--- src/rtl/Pipe_Buf_Reg_PKG.sv ---
// Shared types for the instruction prefetch buffer: the fetched-entry payload
// and its default widths.
package Pipe_Buf_Reg_PKG;

    localparam int unsigned PC_W_DEF  = 9;
    localparam int unsigned INS_W_DEF = 32;

    typedef struct packed {
        logic [PC_W_DEF-1:0]  pc;
        logic [INS_W_DEF-1:0] instr;
    } fetch_entry_t;

endpackage

--- src/rtl/fetch_fifo.sv ---
// Synchronous FIFO of fetched entries with flush; head is read combinationally
// and reads as all-zero when empty.
module fetch_fifo
    import Pipe_Buf_Reg_PKG::*;
#(
    parameter int unsigned DEPTH   = 4,
    parameter type         entry_t = fetch_entry_t,
    localparam int unsigned CNT_W  = $clog2(DEPTH) + 1
) (
    input  logic             i_clk,
    input  logic             i_rst_n,
    input  logic             i_flush,
    input  logic             i_push,
    input  entry_t           i_push_data,
    input  logic             i_pop,
    output entry_t           o_head,
    output logic [CNT_W-1:0] o_count
);

    localparam int unsigned AW = $clog2(DEPTH);

    entry_t           r_mem [DEPTH];
    logic [AW-1:0]    r_rd_ptr;
    logic [AW-1:0]    r_wr_ptr;
    logic [CNT_W-1:0] r_count;

    logic w_empty;
    logic w_full;
    logic w_push;
    logic w_pop;

    assign w_empty = (r_count == '0);
    assign w_full  = (r_count == CNT_W'(DEPTH));
    assign w_pop   = i_pop && !w_empty;
    // A pop in the same cycle frees the slot, so push is legal even when full.
    assign w_push  = i_push && (!w_full || w_pop);

    always_ff @(posedge i_clk) begin
        if (!i_rst_n || i_flush) begin
            r_rd_ptr <= '0;
            r_wr_ptr <= '0;
            r_count  <= '0;
        end else begin
            if (w_push) r_wr_ptr <= r_wr_ptr + AW'(1);
            if (w_pop)  r_rd_ptr <= r_rd_ptr + AW'(1);
            unique case ({w_push, w_pop})
                2'b10:   r_count <= r_count + CNT_W'(1);
                2'b01:   r_count <= r_count - CNT_W'(1);
                default: r_count <= r_count;
            endcase
        end
    end

    always_ff @(posedge i_clk) begin
        if (i_rst_n && !i_flush && w_push) begin
            r_mem[r_wr_ptr] <= i_push_data;
        end
    end

    assign o_head  = w_empty ? '0 : r_mem[r_rd_ptr];
    assign o_count = r_count;

endmodule

--- src/rtl/instr_prefetch_buffer.sv ---
// Instruction prefetch buffer: issues sequential fetches under a credit limit,
// captures 1-cycle-latency responses into a FIFO, and flushes on redirect.
module instr_prefetch_buffer
    import Pipe_Buf_Reg_PKG::*;
#(
    parameter int unsigned PC_W  = PC_W_DEF,
    parameter int unsigned INS_W = INS_W_DEF,
    parameter int unsigned DEPTH = 4
) (
    input  logic             clk,
    input  logic             reset,
    input  logic             redirect,
    input  logic [PC_W-1:0]  redirect_pc,
    output logic             imem_req,
    output logic [PC_W-1:0]  imem_addr,
    input  logic [INS_W-1:0] imem_rdata,
    input  logic             id_ready,
    output logic             if_valid,
    output logic [PC_W-1:0]  if_pc,
    output logic [INS_W-1:0] if_instr
);

    localparam int unsigned CNT_W = $clog2(DEPTH) + 1;

    typedef struct packed {
        logic [PC_W-1:0]  pc;
        logic [INS_W-1:0] instr;
    } entry_t;

    logic [PC_W-1:0]  r_fetch_pc;
    logic             r_pending;
    logic [PC_W-1:0]  r_pend_pc;

    logic [CNT_W-1:0] w_count;
    logic             w_credit_ok;
    logic             w_push;
    logic             w_pop;
    entry_t           w_push_data;
    entry_t           w_head;

    // Outstanding response reserves a slot so the FIFO can never overflow.
    assign w_credit_ok = (w_count + CNT_W'(r_pending)) < CNT_W'(DEPTH);
    assign imem_req    = reset && !redirect && w_credit_ok;
    assign imem_addr   = r_fetch_pc;

    always_ff @(posedge clk) begin
        if (!reset) begin
            r_fetch_pc <= '0;
            r_pending  <= 1'b0;
            r_pend_pc  <= '0;
        end else if (redirect) begin
            r_fetch_pc <= redirect_pc;
            r_pending  <= 1'b0;
            r_pend_pc  <= '0;
        end else begin
            r_pending <= imem_req;
            if (imem_req) begin
                r_pend_pc  <= r_fetch_pc;
                r_fetch_pc <= r_fetch_pc + PC_W'(4);
            end
        end
    end

    assign w_push            = r_pending && !redirect;
    assign w_pop             = if_valid && id_ready;
    assign w_push_data.pc    = r_pend_pc;
    assign w_push_data.instr = imem_rdata;

    fetch_fifo #(
        .DEPTH   (DEPTH),
        .entry_t (entry_t)
    ) u_fifo (
        .i_clk       (clk),
        .i_rst_n     (reset),
        .i_flush     (redirect),
        .i_push      (w_push),
        .i_push_data (w_push_data),
        .i_pop       (w_pop),
        .o_head      (w_head),
        .o_count     (w_count)
    );

    assign if_valid = (w_count != '0);
    assign if_pc    = w_head.pc;
    assign if_instr = w_head.instr;

endmodule

--- config.mk ---
export PLATFORM = sky130hd
export DESIGN_NAME = instr_prefetch_buffer
export DESIGN_NICKNAME = d
export VERILOG_FILES = /design/src/rtl/Pipe_Buf_Reg_PKG.sv /design/src/rtl/fetch_fifo.sv /design/src/rtl/instr_prefetch_buffer.sv
export SDC_FILE = /design/constraint.sdc
export NUM_CORES = 1
export LEC_CHECK = 0
export BUFFER_PORTS_ARGS = -buffer_cell sky130_fd_sc_hd__buf_4
export CELL_PAD_IN_SITES_DETAIL_PLACEMENT = 0
export CELL_PAD_IN_SITES_GLOBAL_PLACEMENT = 2
export CORE_UTILIZATION = 42
export DETAILED_ROUTE_END_ITERATION = 16
export PLACE_DENSITY = 0.9
export SLEW_MARGIN = 20
export SYNTH_ARGS = -nofsm -noshare
export SYNTH_HDL_FRONTEND = slang
export SYNTH_HIERARCHICAL = 1
export SYNTH_SLANG_ARGS = --single-unit
--- constraint.sdc ---
create_clock -name clk -period 3.67 [get_ports clk]
set_input_delay 0.1835 -clock clk [delete_from_list [all_inputs] [get_ports clk]]
set_output_delay 0.1835 -clock clk [all_outputs]
set_load 0.01 [all_outputs]
==> results by group <==
Status
  – Status: completed

Routing
  – Vias: between 4000 and 5000
  – DR vias/cell: between 5 and 6
  – WL/cell: between 15 and 20 um
  – ANT nets after route: 0
  – Highest routed layer: met4
  – Initial DRC Count: 224
  – Wl on met1: 6.16 mm
  – DRC Markers: 0
  – Post-Route WL: about 14 mm
  – DR WL met2: 6.97 mm
  – DR WL met3: between 800 and 900 um
  – First drt pass iteration count: 4

Worst setup path
  – Worst Path Max Fanout: 26
  – CP Launch Type: register
  – Endpoint class of the critical path: register
  – Flop2flop setup slack: roughly 0.85 ns
  – Arr. time, crit path: a little under 3 ns
  – Critical path class: reg -> reg
  – CP Data Required Time: between 3 and 4 ns

Clock tree
  – CTS max path bufs: 2
  – Clk sinks: around 190
  – Worst-path clk slew: approximately 0.07 ns
  – Root buf cell: clkbuf_16
  – Post-CTS Setup Repair Bufs: 0
  – H-Tree Depth: 4
  – Clk Latency, worst-skew pair: 0.42 ns
  – CTS tree: yes
  – Cts bufs inserted: 17

Power
  – VDD IR max: roughly 0.37 mV
  – Cell Int Power: ~3.6 mW
  – Pleak: about 3.2 nW
  – Sw Pwr: ~0.89 mW
  – Power share of the clock group: 43.5%
  – PwrDens: between 400 and 500 nW/um^2
  – Switching Share: 19.7%
  – Logic pwr share: 3.3%
  – Seq pwr share: about 53%

Placement
  – Placed cell count: 734
  – Placed wire-length estimate: roughly 9.1 mm
  – Post-DP Area: 8560 um^2
  – Port-buffer cells: between 90 and 100
  – RD Place Congestion: between 0.7 and 0.8

Cells and area
  – Ant diodes: 0
  – Final cell count without fillers: 800
  – Area grow syn2layout: 25.1%
  – Final Cell Area: approximately 9500 um^2
  – Number of fill cells in the layout: roughly 1400
  – Nets: 613
  – Share of cells above drive strength 1: between 30% and 40%

STA
  – Max Fclk: 0.354 GHz
  – Setup Skew: 0.00700 ns
  – RSZ-0062 raised after global routing: false
  – # setup viols final: 0
  – Worst Tran Pin Value: 1.09 ns
  – Final hold vios: 0
  – Setup tns final: 0 ns
  – Fin crit period: around 2.8 ns
  – Rel. slew slack: 27.1%
  – Tcrit/Tclk final: between 70% and 80%
  – Max-slew violation count: 0

Synthesis
  – Mapped Nets: 481
  – Synth warn: 6
  – Synth Register Bits: between 150 and 200
  – Post-synth EDFFs: about 160
  – Synth cell types: 42
  – Share of flip-flops with an asynchronous set or reset: 0%
  – Mapped Cells: 430
  – Avg Inst Size Synth: 17.7 um^2
  – Predominant post-synthesis flop cell: edfxtp_1
  – Post-Synthesis Cell Area: between 7000 and 8000 um^2
  – Sequential share of the synthesized area: 72.0%

Die
  – Chip width: 137 um
  – Initial Util: a little over two fifths
  – Core ar.: 17500 um^2
  – Full die area: around 19000 um^2
  – Die Ht: 137 um
  – # rows: 48
  – Boundary Pins: 97

Global routing
  – Total GRT Usage: 16.4%
  – First-pass GRT wire length: between 20 and 25 mm
  – Number of global-route vias before repair: about 4200
  – Largest net degree at the start of global routing: 42
  – Gr ovfl total: 0
  – Antenna violations before repair: 0

Run
  – Max cap viols: 0

Worst hold path
  – Hold Path Class: in -> reg
synth_stat cells, types with 2 or more instances:
library cell,n,area [um^2]
xor2_1,2,17.5
inv_1,7,26.3
dfxtp_1,28,561
mux2_1,2,22.5
o21ai_0,10,50.1
nor2b_1,45,282
nor3_1,4,20.0
o31ai_1,3,22.5
or4_1,2,15.0
a21oi_1,12,60.1
or3_1,4,25.0
buf_2,10,50.1
nand2b_1,5,31.3
nor2_1,12,45.0
a31oi_1,6,37.5
nand3_1,2,10.0
mux4_2,41,923
buf_6,5,56.3
mux2i_1,3,30.0
xnor2_1,3,26.3
and2_1,5,31.3
ha_1,5,62.6
nand2_1,24,90.1
clkbuf_1,9,33.8
edfxtp_1,164,4920
cell type report:
cell class	instances	area (um^2)	area share (%)
Clock buffer	17	425	4.46
Clock inverter	15	208	2.18
Inverter	7	26.3	0.276
Multi-Input combinational cell	205	1970	20.7
Sequential cell	192	5490	57.6
Tap cell	225	282	2.95
Timing Repair Buffer	139	1130	11.8
registers in the layout (all words and copies together) (netlist names), named ones only:
name	count
r_pending	1
r_pend_pc	9
imem_addr	9
u_fifo/r_mem	164
u_fifo/r_wr_ptr	2
u_fifo/o_count	3
u_fifo/r_rd_ptr	2
stage by stage:
| stage | utilization, % | setup slack [ns] | hold slack [ns] | power [mW] |
|---|---|---|---|---|
| detailed placement | 49.0 | 0.845 | 0.390 | 2.56 |
| global placement | 49.0 | 0.999 | 0.387 | 2.56 |
| global route | 54.5 | 0.593 | 0.0565 | 4.64 |
| floorplan | - | 1.02 | 0.282 | 2.48 |
| finish | 54.5 | 0.849 | 0.0250 | 4.50 |
| CTS | 54.5 | 0.819 | 0.0185 | 4.53 |
per-layer routing:
layer | global-route usage (%) | vias up
li1 | - | 1922
met1 | 20.9 | 2012
met2 | 26.5 | 138
met3 | 5.22 | 15
met4 | 5.31 | 0
met5 | 0 | -
logic make-up after synthesis:
family | count (synthesis) | share of synthesized area [%]
compound gates | 36 | 2.87
simple gates | 111 | 8.16
flops | 192 | 72.0
xor+xnor | 6 | 0.788
mux | 46 | 12.8
fa+ha+maj | 6 | 1.08
buf+inv | 33 | 2.30
what timing repair did:
item                                    in CTS  in global routing
gates resized for setup                      0                  0
endpoints found under the setup margin       0                  0
hold buffers                                34                  0
hold endpoints to repair                   130                  0
power by group through the flow:
stage          combinational, mW  clock [mW]  sequential, mW
2_1_floorplan             0.0406           0            2.44
3_3_place_gp               0.117           0            2.44
3_5_place_dp               0.122           0            2.44
4_1_cts                    0.151        1.99            2.39
5_1_grt                    0.164        2.08            2.39
6_report                   0.149        1.96            2.39
worst max-delay path, stage by stage (launching register included):
cell,delay [ns]
dfxtp_1,0.61
or3_1,0.21
and2_1,0.31
nor4b_2,0.11
nor3_1,0.28
and2_2,0.69
buf_4,0.31
path summary, 6_finish.rpt:
check,startpoint,end,cells after the start
hold reg to reg,r_pend_pc[7],r_pend_pc[7],2
setup reg to reg,u_fifo/o_count[2],u_fifo/r_mem[3][35],6
setup / recovery,u_fifo/o_count[2],u_fifo/r_mem[3][35],6
hold / removal,redirect_pc[2],imem_addr[2],3
cell usage in the layout (no fill, tap or decap), drive strengths merged, types with 4 or more instances in the layout:
master | Yosys | final
edfxtp | 164 | 164
buf | 16 | 105
nor2b | 45 | 45
mux4 | 41 | 41
dlygate4sd3 | 0 | 34
dfxtp | 28 | 28
nand2 | 24 | 24
clkbuf | 10 | 17
nor2 | 12 | 12
a21oi | 12 | 12
inv | 7 | 12
o21ai | 10 | 10
a31oi | 6 | 6
nand2b | 5 | 5
ha | 5 | 5
and2 | 5 | 5
or3 | 4 | 4
bufinv | 0 | 4
nor3 | 4 | 4
clkinv | 0 | 4
(Power assumes the default switching activity.)
